--- src/rtl/xlr8_text_render.sv ---
// Text-mode pixel renderer: maps the raster position to a character cell, then
// does the glyph lookup and palette mapping over a fixed 4-cycle pipeline.
module xlr8_text_render #(
    parameter int COLS       = 80,
    parameter int ROWS       = 30,
    parameter int BLINK_LOG2 = 5
) (
    input  logic        clk_pixel,
    input  logic        rst,
    input  logic [9:0]  cx,
    input  logic [9:0]  cy,
    input  logic        de_in,
    input  logic        hsync_in,
    input  logic        vsync_in,
    input  logic [7:0]  row_offset,
    output logic [12:0] ram_address,
    output logic        ram_re,
    input  logic [7:0]  ram_char_data,
    input  logic [7:0]  ram_attr_data,
    output logic [11:0] font_addr,
    input  logic [7:0]  font_data,
    output logic [23:0] rgb,
    output logic        de_out,
    output logic        hsync_out,
    output logic        vsync_out
);
    localparam logic [7:0]  ROWS_B = 8'(ROWS);
    localparam logic [6:0]  ROWS_W = 7'(ROWS);
    localparam logic [12:0] COLS_W = 13'(COLS);

    // S1 combinational address: scroll-wrapped character row times row pitch
    logic [4:0]  w_eff_off;
    logic [6:0]  w_row_sum;
    logic [6:0]  w_row;
    logic [12:0] w_addr;

    always_comb begin
        w_eff_off = (row_offset < ROWS_B) ? row_offset[4:0] : 5'd0;
        w_row_sum = {1'b0, cy[9:4]} + {2'b00, w_eff_off};
        w_row     = (w_row_sum >= ROWS_W) ? (w_row_sum - ROWS_W) : w_row_sum;
        w_addr    = {6'd0, w_row} * COLS_W + {6'd0, cx[9:3]};
    end

    // Pipeline registers, one group per stage
    logic [12:0] r_ram_address;
    logic        r_ram_re;
    logic [2:0]  r_s1_cx;
    logic [3:0]  r_s1_cy;
    logic        r_s1_de, r_s1_hs, r_s1_vs;

    logic [11:0] r_font_addr;
    logic [7:0]  r_s2_attr;
    logic [2:0]  r_s2_cx;
    logic        r_s2_de, r_s2_hs, r_s2_vs;

    logic        r_s3_pix;
    logic [7:0]  r_s3_attr;
    logic        r_s3_de, r_s3_hs, r_s3_vs;

    logic [23:0] r_rgb;
    logic        r_de_out, r_hs_out, r_vs_out;

    logic                  r_vs_prev;
    logic [BLINK_LOG2-1:0] r_frame_cnt;

    logic        w_vs_rise;
    logic        w_blink;
    logic [2:0]  w_bit_sel;
    logic [3:0]  w_fg;
    logic [3:0]  w_bg;
    logic [3:0]  w_color;
    logic [23:0] w_rgb;

    function automatic logic [23:0] palette(input logic [3:0] idx);
        logic [23:0] c;
        case (idx)
            4'd1:    c = 24'h0000AA;
            4'd2:    c = 24'h00AA00;
            4'd3:    c = 24'h00AAAA;
            4'd4:    c = 24'hAA0000;
            4'd5:    c = 24'hAA00AA;
            4'd6:    c = 24'hAA5500;
            4'd7:    c = 24'hAAAAAA;
            4'd8:    c = 24'h555555;
            4'd9:    c = 24'h5555FF;
            4'd10:   c = 24'h55FF55;
            4'd11:   c = 24'h55FFFF;
            4'd12:   c = 24'hFF5555;
            4'd13:   c = 24'hFF55FF;
            4'd14:   c = 24'hFFFF55;
            4'd15:   c = 24'hFFFFFF;
            default: c = 24'h000000;
        endcase
        return c;
    endfunction

    always_comb begin
        w_vs_rise = vsync_in & ~r_vs_prev;
        w_blink   = r_frame_cnt[BLINK_LOG2-1];
        w_bit_sel = 3'd7 - r_s2_cx;
        w_fg      = r_s3_attr[3:0];
        w_bg      = {1'b0, r_s3_attr[6:4]};
        if (r_s3_attr[7] && w_blink) begin
            w_fg = w_bg;
        end
        w_color = r_s3_pix ? w_fg : w_bg;
        w_rgb   = r_s3_de ? palette(w_color) : 24'h000000;
    end

    always_ff @(posedge clk_pixel) begin
        if (rst) begin
            r_ram_address <= 13'd0;
            r_ram_re      <= 1'b0;
            r_s1_cx       <= 3'd0;
            r_s1_cy       <= 4'd0;
            r_s1_de       <= 1'b0;
            r_s1_hs       <= 1'b0;
            r_s1_vs       <= 1'b0;
            r_font_addr   <= 12'd0;
            r_s2_attr     <= 8'd0;
            r_s2_cx       <= 3'd0;
            r_s2_de       <= 1'b0;
            r_s2_hs       <= 1'b0;
            r_s2_vs       <= 1'b0;
            r_s3_pix      <= 1'b0;
            r_s3_attr     <= 8'd0;
            r_s3_de       <= 1'b0;
            r_s3_hs       <= 1'b0;
            r_s3_vs       <= 1'b0;
            r_rgb         <= 24'd0;
            r_de_out      <= 1'b0;
            r_hs_out      <= 1'b0;
            r_vs_out      <= 1'b0;
            r_vs_prev     <= 1'b0;
            r_frame_cnt   <= '0;
        end else begin
            // Address only moves during active video so blanking never
            // presents an out-of-range cell to the RAM.
            if (de_in) begin
                r_ram_address <= w_addr;
            end
            r_ram_re    <= de_in;
            r_s1_cx     <= cx[2:0];
            r_s1_cy     <= cy[3:0];
            r_s1_de     <= de_in;
            r_s1_hs     <= hsync_in;
            r_s1_vs     <= vsync_in;

            r_font_addr <= {ram_char_data, r_s1_cy};
            r_s2_attr   <= ram_attr_data;
            r_s2_cx     <= r_s1_cx;
            r_s2_de     <= r_s1_de;
            r_s2_hs     <= r_s1_hs;
            r_s2_vs     <= r_s1_vs;

            r_s3_pix    <= font_data[w_bit_sel];
            r_s3_attr   <= r_s2_attr;
            r_s3_de     <= r_s2_de;
            r_s3_hs     <= r_s2_hs;
            r_s3_vs     <= r_s2_vs;

            r_rgb       <= w_rgb;
            r_de_out    <= r_s3_de;
            r_hs_out    <= r_s3_hs;
            r_vs_out    <= r_s3_vs;

            r_vs_prev   <= vsync_in;
            if (w_vs_rise) begin
                r_frame_cnt <= r_frame_cnt + 1'b1;
            end
        end
    end

    assign ram_address = r_ram_address;
    assign ram_re      = r_ram_re;
    assign font_addr   = r_font_addr;
    assign rgb         = r_rgb;
    assign de_out      = r_de_out;
    assign hsync_out   = r_hs_out;
    assign vsync_out   = r_vs_out;

endmodule

--- config.mk ---
export PLATFORM = sky130hd
export DESIGN_NAME = xlr8_text_render
export DESIGN_NICKNAME = d
export VERILOG_FILES = /design/src/rtl/xlr8_text_render.sv
export SDC_FILE = /design/constraint.sdc
export NUM_CORES = 1
export LEC_CHECK = 0
export ABC_CLOCK_PERIOD_IN_PS = 16940
export CAP_MARGIN = 40
export CORE_MARGIN = 10
export CORE_UTILIZATION = 50
export CTS_CLUSTER_DIAMETER = 200
export DETAILED_ROUTE_END_ITERATION = 16
export GPL_ROUTABILITY_DRIVEN = 0
export HOLD_SLACK_MARGIN = 0.1
export PLACE_DENSITY_LB_ADDON = 0.15
export RECOVER_POWER = 100
export SLEW_MARGIN = 20
export SYNTH_ARGS = -nofsm -noshare
export SYNTH_HDL_FRONTEND = slang
export SYNTH_SLANG_ARGS = --single-unit
--- constraint.sdc ---
create_clock -name clk_pixel -period 16.94 [get_ports clk_pixel]
set_input_delay 4.235 -clock clk_pixel [delete_from_list [all_inputs] [get_ports clk_pixel]]
set_output_delay 4.235 -clock clk_pixel [all_outputs]
set_load 0.03 [all_outputs]
==> impl_metrics.py <==
metrics = {
    "sta": {
        "grt_setup_unrepaired": "no",
        "fin_setup_tns_ns": 0,
        "finalCriticalPeriod_ns": 9.37,
        "slew_violations": 70,
        "clock_skew_ns": 0.0147,
        "fmax_mhz": 107,
        "fin_ws_ns": 7.57,
        "holdWs_ns": 0.433,
        "worst_slew_pin_slew_ns": 2.74,
        "finalCritPeriodShare_pct": 55.3,
        "slew_headroom_pct": -82.7,
        "finalSetupViolCount": 0,
        "hold_viol": 0,
    },
    "power_and_ir_drop": {
        "ir_worst_vdd_v": 0.0000577,
        "leakage_uw": 0.00195,
        "power_density_nw_per_um2": 101,
    },
    "yosys": {
        "synth-compound-area-share_pct": 9.09,
        "yosys.area_share.simple_pct": 20.6,
        "synth_ff_type": "dfxtp_1",
        "ys_ff_latch": 74,
        "synth_nets": 398,
        "ys_async_sr_fraction_pct": 0,
        "avgSynthCellArea_sq_um": 10.6,
        "synth_edf_count": 0,
        "synth_top_area_share_pct": 43.7,
        "yosys_warnings": 0,
        "synth_area_sq_um": 3390,
        "synth_mux_area_share_pct": 5.80,
        "syn-instance-count": 320,
        "synth_adder_area_share_pct": 8.42,
        "seq_area_frac_synth_pct": 43.7,
        "synthTopCellsByArea": "dfxtp_1 44%, nor2b_1 9.8%, ha_1 6.6%",
        "synth_area_leader_cell": "dfxtp_1",
        "synth_cell_types": 56,
        "synth-xor-area-share_pct": 6.43,
        "synth_top_family_by_area": "simple AND/OR/NAND/NOR gates",
    },
    "detailed_routing": {
        "dr.max_layer_used": "met4",
        "via_per_inst": 4.95,
        "drtIter0Drc": 90,
        "dr_wl_met2_um": 3330,
        "drt_pass1_iterations": 4,
        "routed_wl_um": 7100,
        "wire_per_inst_um": 14.4,
        "dr_wl_met3_um": 756,
        "vias": 2444,
        "wl_met1_um": 2960,
        "drtAntennaViolNets": 0,
        "drc": 0,
    },
    "floorplanning": {
        "io_pins": 110,
        "core-area_sq_um": 6460,
        "die_x_um": 102,
        "start_util_pct": 52.4,
        "rows": 29,
        "die_height_um": 102,
        "dieArea_sq_um": 10500,
    },
    "final_layout": {
        "area_growth_pct": 36.1,
        "post_route_cells_drive_above_1_share_pct": 8.63,
        "nNetsFinal": 490,
        "final_cell_count_no_fill": 494,
        "diodes": 0,
    },
    "critical_path": {
        "endpoint_kind": "flop",
        "slowest_delay_ns": 0.55,
        "path_cells": "dlygate4sd3_1 > and4_1 > nor4_1 > and2_0 > ha_1 > fa_1 > xor2_1 > ha_1 > nand3_1 > nand3b_1 > xor2_1 > ha_1 > ha_1 > fa_1 > a21o_1 > a21oi_1 > xnor2_1 > xor2_2 > xnor2_1 > a211oi_2",
        "critPathSlowestCell": "dlygate4sd3_1",
        "cp_max_fo": 8,
        "arrival_ns": 9.48,
        "critPathMostFrequentCell": "ha_1",
        "cp-start-kind": "input pin",
        "crit_type": "input pin to flop",
        "cp.required_ns": 17.05,
    },
    "cts": {
        "clk_latency_ns": 0.34,
        "cts_tree": "built",
        "cts-resized-gates": 0,
        "htreeDepth": 3,
        "cts_sinks": 74,
        "cts_setup_buffers": 0,
        "clock_path_buffers": 2,
        "cts.clk_slew.worst_paths_ns": 0.08,
        "numCtsBuffers": 9,
        "cts_root_buf": "clkbuf_8",
        "hold_buffers": 0,
    },
    "flow_run": {
        "maxCapViolations": 1,
    },
    "place": {
        "placed_cells": 478,
        "portBuffers": 109,
        "place_ws_ns": 7.40,
        "dpl.hpwl_um": 5550,
    },
    "grt": {
        "grt_pass1_wl_um": 11500,
        "grt_max_degree": 70,
        "overflow": 0,
        "grt_pass1_vias": 2477,
        "track_usage_pct": 13.8,
        "antenna_found_initial": 0,
    },
    "min_path": {
        "hp-class": "flop to flop",
    },
    "status": {
        "status": "finished with violations",
        "violations": "max-capacitance violations, max-slew violations",
    },
}
## layout by cell type, fill, tap and decap left out, drive strengths merged, types with 4 or more instances in the layout
cell type	instances
inv	4
and2	5
nor2	27
o21ai	6
nand4	5
nand2	6
dfxtp	74
mux2i	14
nor3b	5
xnor2	11
nand3	4
clkdlybuf4s50	54
nor2b	53
ha	18
xor2	10
dlygate4sd3	54
clkbuf	11
a211oi	6
a21oi	6
## path summary, 6_finish.rpt
path                                         startpoint                      endpoint  slack (ns)  cells past startpoint
worst max-delay path                      row_offset[1]  ram_address[11]$_SDFFE_PP0P_        7.57                     20
worst min-delay path            r_s2_attr[3]$_SDFF_PP0_       r_s3_attr[3]$_SDFF_PP0_        0.43                      1
worst max register to register      r_s3_pix$_SDFF_PP0_            rgb[15]$_SDFF_PP0_       15.34                      5
worst min register to register  r_s2_attr[3]$_SDFF_PP0_       r_s3_attr[3]$_SDFF_PP0_        0.43                      1
## stage by stage
stage	total power [uW]	cell area, sq um	util, %
floorplan	273	3390	-
global placement	309	4390	67.9
detailed placement	312	4390	67.9
CTS	475	4630	71.6
global route	491	4610	71.4
finish	466	4610	71.4
## cell usage after synthesis, types with 4 or more instances
master	count
and2_1	5
nand4_1	5
buf_4	19
xnor2_1	11
nor2_1	24
o21ai_0	4
dfxtp_1	74
a21oi_1	6
ha_1	18
clkbuf_1	7
nand2_1	5
nor2b_1	53
xor2_1	7
nor3b_1	4
mux2i_1	14
## cell type report
class	count	area (sq um)
Clock inverter	6	113
Sequential cell	74	1480
Inverter	3	11.3
Multi-Input combinational cell	214	1690
Tap cell	77	96.3
Timing Repair Buffer	110	1090
Fill cell	500	1850
Clock buffer	10	128
## metal layers
metal	GRT usage [%]	vias to the layer above
met5	0	-
met4	4.56	0
met3	7.42	6
met2	22.5	84
met1	15.0	1093
li1	-	1261
## power by group
group          switching, uW  leakage, uW  total (uW)  internal [uW]
Sequential              4.15     0.000610         189            185
Combinational           60.2      0.00122         115           55.1
Clock                   63.2     0.000121         162           98.4
Total                    128      0.00195         466            338
## sequential cells by signal, indices dropped and copies added, names as in the netlist
register	cells
r_s2_vs	1
r_s1_hs	1
r_frame_cnt	5
r_s3_attr	8
r_vs_prev	1
hsync_out	1
vsync_out	1
r_s3_hs	1
r_s1_de	1
r_s2_cx	3
r_s2_hs	1
r_s2_attr	8
r_s3_de	1
r_s2_de	1
de_out	1
ram_address	13
r_s1_cy	4
rgb	5
r_s3_vs	1
font_addr	12
r_s3_pix	1
r_s1_cx	3
## kinds of logic (layout without fill, tap and decap cells)
logic type      after synthesis  after routing
fa+ha+maj                    21             21
flops                        74             74
simple gates                116            116
xor+xnor                     21             21
mux                          17             17
compound gates               39             39
buf+inv                      32            129
## worst max-delay path: cells and delay by family
family,cells,cell delay (ns)
adder cells (fa/ha/maj),6,1.78
XOR/XNOR,5,1.29
AND/OR/NAND/NOR,5,1.16
buffers and inverters,1,0.55
AO/OA/AOI/OAI,3,0.45
No activity file was read; power rests on OpenSTA's default activity.
